[src/rtl/instr_encoder_if.sv]
// Request/response bundle for instr_encoder.
//   slave  : the encoder side (takes requests, presents encoded words)
//   master : the producer/consumer side (drives requests and out_ready)
// Signals: in_valid/in_ready + mnem/rd/rs1/rs2/imm request handshake,
//          out_valid/out_ready + out_instr response handshake,
//          err reject pulse, instr_count legal-accept counter.
interface instr_encoder_if;
  logic        in_valid;
  logic        in_ready;
  logic [3:0]  mnem;
  logic [4:0]  rd;
  logic [4:0]  rs1;
  logic [4:0]  rs2;
  logic [12:0] imm;
  logic        out_valid;
  logic        out_ready;
  logic [31:0] out_instr;
  logic        err;
  logic [15:0] instr_count;

  modport slave (
    input  in_valid, mnem, rd, rs1, rs2, imm, out_ready,
    output in_ready, out_valid, out_instr, err, instr_count
  );

  modport master (
    output in_valid, mnem, rd, rs1, rs2, imm, out_ready,
    input  in_ready, out_valid, out_instr, err, instr_count
  );
endinterface

[src/rtl/instr_encoder.sv]
// RV32I instruction encoder with a 2-entry output FIFO.
// Ports:
//   clk   - single clock, rising edge
//   reset - asynchronous, active-high; clears FIFO, counter and err
//   bus   - instr_encoder_if.slave: request handshake, encoded-word
//           handshake, err pulse, instr_count
// Legal requests are encoded and pushed; illegal ones are dropped and
// raise err for the cycle after acceptance.
module instr_encoder (
  input  logic             clk,
  input  logic             reset,
  instr_encoder_if.slave   bus
);
  typedef enum logic [3:0] {
    M_ADD = 4'd0, M_SUB = 4'd1, M_AND = 4'd2, M_OR  = 4'd3, M_SLT = 4'd4,
    M_ADDI = 4'd5, M_LB = 4'd6, M_SB = 4'd7, M_BEQ = 4'd8
  } mnem_e;

  localparam logic [6:0] OP_R    = 7'b0110011;
  localparam logic [6:0] OP_IMM  = 7'b0010011;
  localparam logic [6:0] OP_LOAD = 7'b0000011;
  localparam logic [6:0] OP_ST   = 7'b0100011;
  localparam logic [6:0] OP_BR   = 7'b1100011;

  logic [1:0][31:0] mem_q, mem_d;
  logic             wr_ptr_q, wr_ptr_d;
  logic             rd_ptr_q, rd_ptr_d;
  logic [1:0]       occ_q, occ_d;
  logic             err_q, err_d;
  logic [15:0]      cnt_q, cnt_d;

  logic [31:0] enc_word;
  logic        enc_legal;
  logic        imm_fits12;
  logic        accept, push, pop;

  // A 13-bit value fits 12-bit signed exactly when its top two bits agree.
  assign imm_fits12 = (bus.imm[12] == bus.imm[11]);

  always_comb begin
    enc_word  = '0;
    enc_legal = 1'b1;
    case (mnem_e'(bus.mnem))
      M_ADD:  enc_word = {7'b0000000, bus.rs2, bus.rs1, 3'b000, bus.rd, OP_R};
      M_SUB:  enc_word = {7'b0100000, bus.rs2, bus.rs1, 3'b000, bus.rd, OP_R};
      M_AND:  enc_word = {7'b0000000, bus.rs2, bus.rs1, 3'b111, bus.rd, OP_R};
      M_OR:   enc_word = {7'b0000000, bus.rs2, bus.rs1, 3'b110, bus.rd, OP_R};
      M_SLT:  enc_word = {7'b0000000, bus.rs2, bus.rs1, 3'b010, bus.rd, OP_R};
      M_ADDI: begin
        enc_word  = {bus.imm[11:0], bus.rs1, 3'b000, bus.rd, OP_IMM};
        enc_legal = imm_fits12;
      end
      M_LB: begin
        enc_word  = {bus.imm[11:0], bus.rs1, 3'b000, bus.rd, OP_LOAD};
        enc_legal = imm_fits12;
      end
      M_SB: begin
        enc_word  = {bus.imm[11:5], bus.rs2, bus.rs1, 3'b000, bus.imm[4:0], OP_ST};
        enc_legal = imm_fits12;
      end
      M_BEQ: begin
        enc_word  = {bus.imm[12], bus.imm[10:5], bus.rs2, bus.rs1, 3'b000,
                     bus.imm[4:1], bus.imm[11], OP_BR};
        enc_legal = ~bus.imm[0];
      end
      default: enc_legal = 1'b0;
    endcase
  end

  assign bus.in_ready    = (occ_q != 2'd2);
  assign bus.out_valid   = (occ_q != 2'd0);
  assign bus.out_instr   = mem_q[rd_ptr_q];
  assign bus.err         = err_q;
  assign bus.instr_count = cnt_q;

  assign accept = bus.in_valid & bus.in_ready;
  assign push   = accept & enc_legal;
  assign pop    = bus.out_valid & bus.out_ready;

  always_comb begin
    mem_d    = mem_q;
    wr_ptr_d = wr_ptr_q;
    rd_ptr_d = rd_ptr_q;
    occ_d    = occ_q;
    cnt_d    = cnt_q;
    err_d    = accept & ~enc_legal;
    if (push) begin
      mem_d[wr_ptr_q] = enc_word;
      wr_ptr_d        = wr_ptr_q + 1'b1;
      cnt_d           = cnt_q + 16'd1;
    end
    if (pop) rd_ptr_d = rd_ptr_q + 1'b1;
    case ({push, pop})
      2'b10:   occ_d = occ_q + 2'd1;
      2'b01:   occ_d = occ_q - 2'd1;
      default: occ_d = occ_q;
    endcase
  end

  always_ff @(posedge clk or posedge reset) begin
    if (reset) begin
      mem_q    <= '0;
      wr_ptr_q <= 1'b0;
      rd_ptr_q <= 1'b0;
      occ_q    <= 2'd0;
      err_q    <= 1'b0;
      cnt_q    <= 16'd0;
    end else begin
      mem_q    <= mem_d;
      wr_ptr_q <= wr_ptr_d;
      rd_ptr_q <= rd_ptr_d;
      occ_q    <= occ_d;
      err_q    <= err_d;
      cnt_q    <= cnt_d;
    end
  end
endmodule
[src/flat_wrapper.sv]
// flat-port wrapper written by rule: the top's interface ports become plain ports
module instr_encoder_flat 
  (clk, reset, bus_in_valid, bus_mnem, bus_rd, bus_rs1, bus_rs2, bus_imm, bus_out_ready, bus_in_ready, bus_out_valid, bus_out_instr, bus_err, bus_instr_count);
  instr_encoder_if bus_i ();
  input  logic clk;
  input  logic reset;
  input wire logic [$bits(bus_i.in_valid)-1:0] bus_in_valid;
  input wire logic [$bits(bus_i.mnem)-1:0] bus_mnem;
  input wire logic [$bits(bus_i.rd)-1:0] bus_rd;
  input wire logic [$bits(bus_i.rs1)-1:0] bus_rs1;
  input wire logic [$bits(bus_i.rs2)-1:0] bus_rs2;
  input wire logic [$bits(bus_i.imm)-1:0] bus_imm;
  input wire logic [$bits(bus_i.out_ready)-1:0] bus_out_ready;
  output wire logic [$bits(bus_i.in_ready)-1:0] bus_in_ready;
  output wire logic [$bits(bus_i.out_valid)-1:0] bus_out_valid;
  output wire logic [$bits(bus_i.out_instr)-1:0] bus_out_instr;
  output wire logic [$bits(bus_i.err)-1:0] bus_err;
  output wire logic [$bits(bus_i.instr_count)-1:0] bus_instr_count;
  assign bus_i.in_valid = bus_in_valid;
  assign bus_i.mnem = bus_mnem;
  assign bus_i.rd = bus_rd;
  assign bus_i.rs1 = bus_rs1;
  assign bus_i.rs2 = bus_rs2;
  assign bus_i.imm = bus_imm;
  assign bus_i.out_ready = bus_out_ready;
  assign bus_in_ready = bus_i.in_ready;
  assign bus_out_valid = bus_i.out_valid;
  assign bus_out_instr = bus_i.out_instr;
  assign bus_err = bus_i.err;
  assign bus_instr_count = bus_i.instr_count;
  instr_encoder u_core (.clk(clk), .reset(reset), .bus(bus_i));
endmodule
[config.mk]
export PLATFORM = sky130hd
export DESIGN_NAME = instr_encoder_flat
export DESIGN_NICKNAME = d
export VERILOG_FILES = /design/src/rtl/instr_encoder_if.sv /design/src/rtl/instr_encoder.sv /design/src/flat_wrapper.sv
export SDC_FILE = /design/constraint.sdc
export NUM_CORES = 1
export LEC_CHECK = 0
export CAP_MARGIN = 0
export CORE_ASPECT_RATIO = 0.75
export CORE_MARGIN = 2
export CORE_UTILIZATION = 48
export CTS_BUF_LIST = sky130_fd_sc_hd__clkbuf_8
export CTS_CLUSTER_DIAMETER = 80
export DETAILED_ROUTE_END_ITERATION = 10
export GPL_TIMING_DRIVEN = 0
export PLACE_DENSITY_LB_ADDON = 0.05
export SLEW_MARGIN = 30
export SYNTH_ARGS = -nofsm -noshare
export SYNTH_HDL_FRONTEND = slang
export SYNTH_SLANG_ARGS = --single-unit
[constraint.sdc]
create_clock -name clk -period 2.82 [get_ports clk]
set_input_delay 0.846 -clock clk [delete_from_list [all_inputs] [get_ports clk]]
set_output_delay 0.846 -clock clk [all_outputs]
set_load 0.01 [all_outputs]
==> results.txt <==
The worst relative slew slack is 45.7%. The global-route congestion overflow total came out at 0. The min-delay analysis places its worst path in the category flop to flop. The average size of a mapped cell is 12.0 µm².

Of the post-synthesis cell area, the dominant cell type holds 48.7%. The startpoint of the most critical hold path is u_core.mem_q[1]. The type of the worst setup path is flop to output pin. The path with the worst hold slack has its endpoint at u_core.mem_q[1]. The number of buffers created by CTS is 9. The count of cells along the worst register-to-register path came out at 6. Along the worst path, the maximum fanout reaches 5. Counting instances, the worst hold path has a depth of 1. Setup repair after global routing left no endpoint under its margin. The time the worst path needs with I/O delays and setup is 2.71 ns.

The worst vdd rail ir drop came out at 455 µV. The cell count after synthesis came out at 339. Once the floorplan was initialized, standard cells occupied 48.6% of the core. The instance area at placement came out at 5050 µm². The ratio of cells with drive above 1 in the final layout is 28.1%. The detailed-route DRC error count is 0.

Synthesis instantiated 42 different standard cells from the library. The clock input transition at the sequential cells of the worst setup and hold paths came out at 0.08 ns. The number of DRC markers after the initial detailed-route iteration came out at 142. Dividing the detail-routed via count by the number of cells gives 5.35. The design draws 4.73 mW. The most common cell after layout, fill and taps aside is sky130_fd_sc_hd__clkdlybuf4s50_1. The final hold violation count came out at 0. Of all cell types, the one taking the most synthesized area is sky130_fd_sc_hd__dfrtp_1. The maximum clock frequency is 368 MHz. By area the synthesized netlist is led by sky130_fd_sc_hd__dfrtp_1 49%, sky130_fd_sc_hd__mux2_2 21%, sky130_fd_sc_hd__xor2_1 3.2%, sky130_fd_sc_hd__mux2_4 3.0%, sky130_fd_sc_hd__and2_1 2.0%.

The largest incremental delay on the critical path came out at 0.46 ns. The synthesized design contains 0 enable-type register cells. The final RePlAce weighted congestion came out at 0.814. Sequential cells were found to cover 48.7% of the synthesized design area. The H-tree depth came out at 3.

The share of the clock period used by the worst path after layout is 96.2%. The remaining number of nets flagged by the antenna check after routing came out at 0. The HPWL after detailed placement is 6.68 mm.

The count of nets after finishing is 475. Global routing used 21.5% of the available tracks across all layers. The post-layout instance count excluding filler cells came out at 550. The clock tree skew after final layout came out at 0.00674 ns. Dividing the detail-routed wire length by the instance count gives 16.8 µm.

The buffer type at the clock tree root is sky130_fd_sc_hd__clkbuf_8. The initial antenna violation count is 0. Setup violations remaining at the end of the flow were counted as 0. Synthesis inferred 79 register bits. Entering global routing, the biggest net connects 29 pins. Across all layers, the routed design uses 2,942 vias. The core outline area came out at 8350 µm². The first global-routing pass estimated 15.1 mm of wire.

Dividing total power by cell area gives a power density of 886 nW/µm². The final worst hold slack came out at 0.478 ns. Compared with the post-synthesis result, the final layout area differs by 31.6%.

The die is 110 µm wide. The prevailing post-synth register cell is sky130_fd_sc_hd__dfrtp_1. The clock network latency to the later pin of the worst-skew pair is 0.35 ns. For the worst setup path, the data arrival time is 1.87 ns. The startpoint of the lowest-slack register-to-register path is u_core.occ_q[0].

The flow ran to the end, and the final reports show no timing, DRC or antenna violations. During I/O placement, the number of pins put on the boundary was 87. The total die area came out at 9210 µm².

The data required time of the critical path came out at 1.97 ns. The transition time of the tightest slew-check pin is 0.808 ns. The count of maximum capacitance violations came out at 0. The post-detailed-routing wire length came out at 9.23 mm. The repair_antennas step left the layout with diodes totalling 0. The worst setup path is launched from a flop. The endpoint type of the worst setup path is an output pin.

The combined area of all synthesized cells came out at 4060 µm². The count of hold-fix buffers inserted at cts is 0. The CTS tree is yes.

The slowest stage of the critical path belongs to the cell sky130_fd_sc_hd__clkdlybuf4s50_1. During placement, the flow inserted port buffers numbering 81. The floorplan step set the die height to 83.6 µm.

The static leakage came out at 2.41 nW. The final instance area came out at 5340 µm². The endpoint of the worst register-to-register path is u_core.mem_q[44].

The setup slack of the worst register-to-register path came out at 0.90 ns. The async set-or-reset flop fraction in the synthesized netlist came out at 100%. The signal on the critical path passes through buf_8 -> mux2_2 -> buf_4 -> clkdlybuf4s50_1. The number of rows created at floorplan is 29. In the layout the commonest cells are 80 x sky130_fd_sc_hd__clkdlybuf4s50_1, 79 x sky130_fd_sc_hd__dfrtp_1, 76 x sky130_fd_sc_hd__mux2_2. After routing, the total negative slack on setup checks comes to 0 ns. The clock sink total came out at 79. The count of final max-slew check failures is 0. After detailed placement, the design holds a cell count of 531.

The warning count from the yosys run is 0. The first detailed-routing pass took 4 iterations. The worst-case clock buffer depth is 2.

The via count of the first global-routing pass was 2,971.
==> logic make-up (layout without fill, tap and decap cells) <==
family / Yosys count / count (layout) / share of synthesized area [%]
AOI/OAI and AO/OA: 38 / 38 / 6.57
xor gates and xnor gates: 21 / 21 / 4.53
and+or+nand+nor: 79 / 79 / 11.1
adders and majority gates: 2 / 2 / 0.616
DFF: 79 / 79 / 48.7
muxes: 85 / 85 / 24.3
buffers and inverters: 34 / 136 / 4.07
other: 1 / 2 / 0.0924
==> stage by stage <==
step	setup slack (ns)	util (%)
CTS	0.00271	63.4
global placement	-0.513	60.1
finish	0.106	64.0
floorplan	0.350	-
detailed placement	-0.534	60.5
global route	0.0225	64.0
==> how the worst max path moves through the flow <==
stage	end	slack, ns	start	cells past startpoint
after detailed placement	u_core.mem_q[13]	-0.53	bus_mnem[2]	6
after CTS	bus_out_instr[20]	0.003	u_core.rd_ptr_q	3
final	bus_out_instr[1]	0.11	u_core.rd_ptr_q	4
after global routing	bus_out_instr[16]	0.02	u_core.rd_ptr_q	3
after global placement	u_core.mem_q[9]	-0.51	bus_mnem[2]	6
after floorplan	u_core.mem_q[10]	0.35	bus_mnem[1]	6
==> state kept, by name, summed over array words and instances, names as in the netlist <==
name                    cells
u_core.bus.instr_count     16
u_core.wr_ptr_q             1
u_core.bus.err              1
u_core.rd_ptr_q             1
u_core.occ_q                2
u_core.mem_q               58
==> per-layer routing <==
metal  global-route usage (%)  wire, µm  vias to the layer above
met5                        0         0                        -
met1                     31.9      4410                     1455
met3                     5.70       591                        7
met4                     6.14        74                        0
met2                     31.0      4150                       86
li1                         -         -                     1394
==> cell type report <==
type,instances,area [µm²]
plain buffers,23,144
inverters,11,45.0
flip-flops and latches,79,1980
repair buffers,86,888
clock inverters,5,56.3
fillers,707,3010
multi-input cells,227,1940
well taps,108,135
clock buffers,11,151
==> Yosys cell counts (2+ instances only) <==
| master | n |
|---|---|
| sky130_fd_sc_hd__xnor2_1 | 6 |
| sky130_fd_sc_hd__nand2b_1 | 6 |
| sky130_fd_sc_hd__buf_2 | 3 |
| sky130_fd_sc_hd__clkbuf_1 | 11 |
| sky130_fd_sc_hd__o21ai_0 | 7 |
| sky130_fd_sc_hd__ha_1 | 2 |
| sky130_fd_sc_hd__mux2_4 | 8 |
| sky130_fd_sc_hd__nor3_1 | 5 |
| sky130_fd_sc_hd__a22oi_1 | 4 |
| sky130_fd_sc_hd__nand3_1 | 9 |
| sky130_fd_sc_hd__dfrtp_1 | 79 |
| sky130_fd_sc_hd__and4_1 | 3 |
| sky130_fd_sc_hd__and3_1 | 2 |
| sky130_fd_sc_hd__buf_1 | 2 |
| sky130_fd_sc_hd__o22ai_1 | 5 |
| sky130_fd_sc_hd__xor2_1 | 15 |
| sky130_fd_sc_hd__a21oi_1 | 3 |
| sky130_fd_sc_hd__nor2_1 | 5 |
| sky130_fd_sc_hd__buf_4 | 5 |
| sky130_fd_sc_hd__and2_1 | 13 |
| sky130_fd_sc_hd__nand2_1 | 12 |
| sky130_fd_sc_hd__a211o_1 | 5 |
| sky130_fd_sc_hd__o211ai_1 | 5 |
| sky130_fd_sc_hd__mux2_2 | 76 |
| sky130_fd_sc_hd__nand4_1 | 3 |
| sky130_fd_sc_hd__nor2b_1 | 8 |
| sky130_fd_sc_hd__a31oi_1 | 4 |
| sky130_fd_sc_hd__buf_6 | 2 |
| sky130_fd_sc_hd__nor4b_1 | 3 |
| sky130_fd_sc_hd__nor4_1 | 5 |
| sky130_fd_sc_hd__nor3b_1 | 2 |
| sky130_fd_sc_hd__inv_1 | 11 |
==> repair_timing <==
| item | CTS | global route |
|---|---|---|
| pin swaps | 1 | 0 |
| setup endpoints to repair | 50 | 31 |
| endpoints found under the hold margin | 0 | 0 |
| resized for setup | 8 | 9 |
| buffers inserted | 1 | 2 |
==> worst max-delay path, delay by kind of cell, from the launching register on <==
kind                   cells  cell delay, ns
flip-flops                 1            0.43
buffers and inverters      3            0.74
multiplexers               1            0.35
==> where the power goes <==
group | total (mW) | internal (mW) | leakage, nW | switching [mW]
Clock | 0.879 | 0.456 | 0.105 | 0.423
Sequential | 1.78 | 1.54 | 1.01 | 0.239
Combinational | 2.07 | 1.29 | 1.29 | 0.789
(Power assumes the default switching activity.)
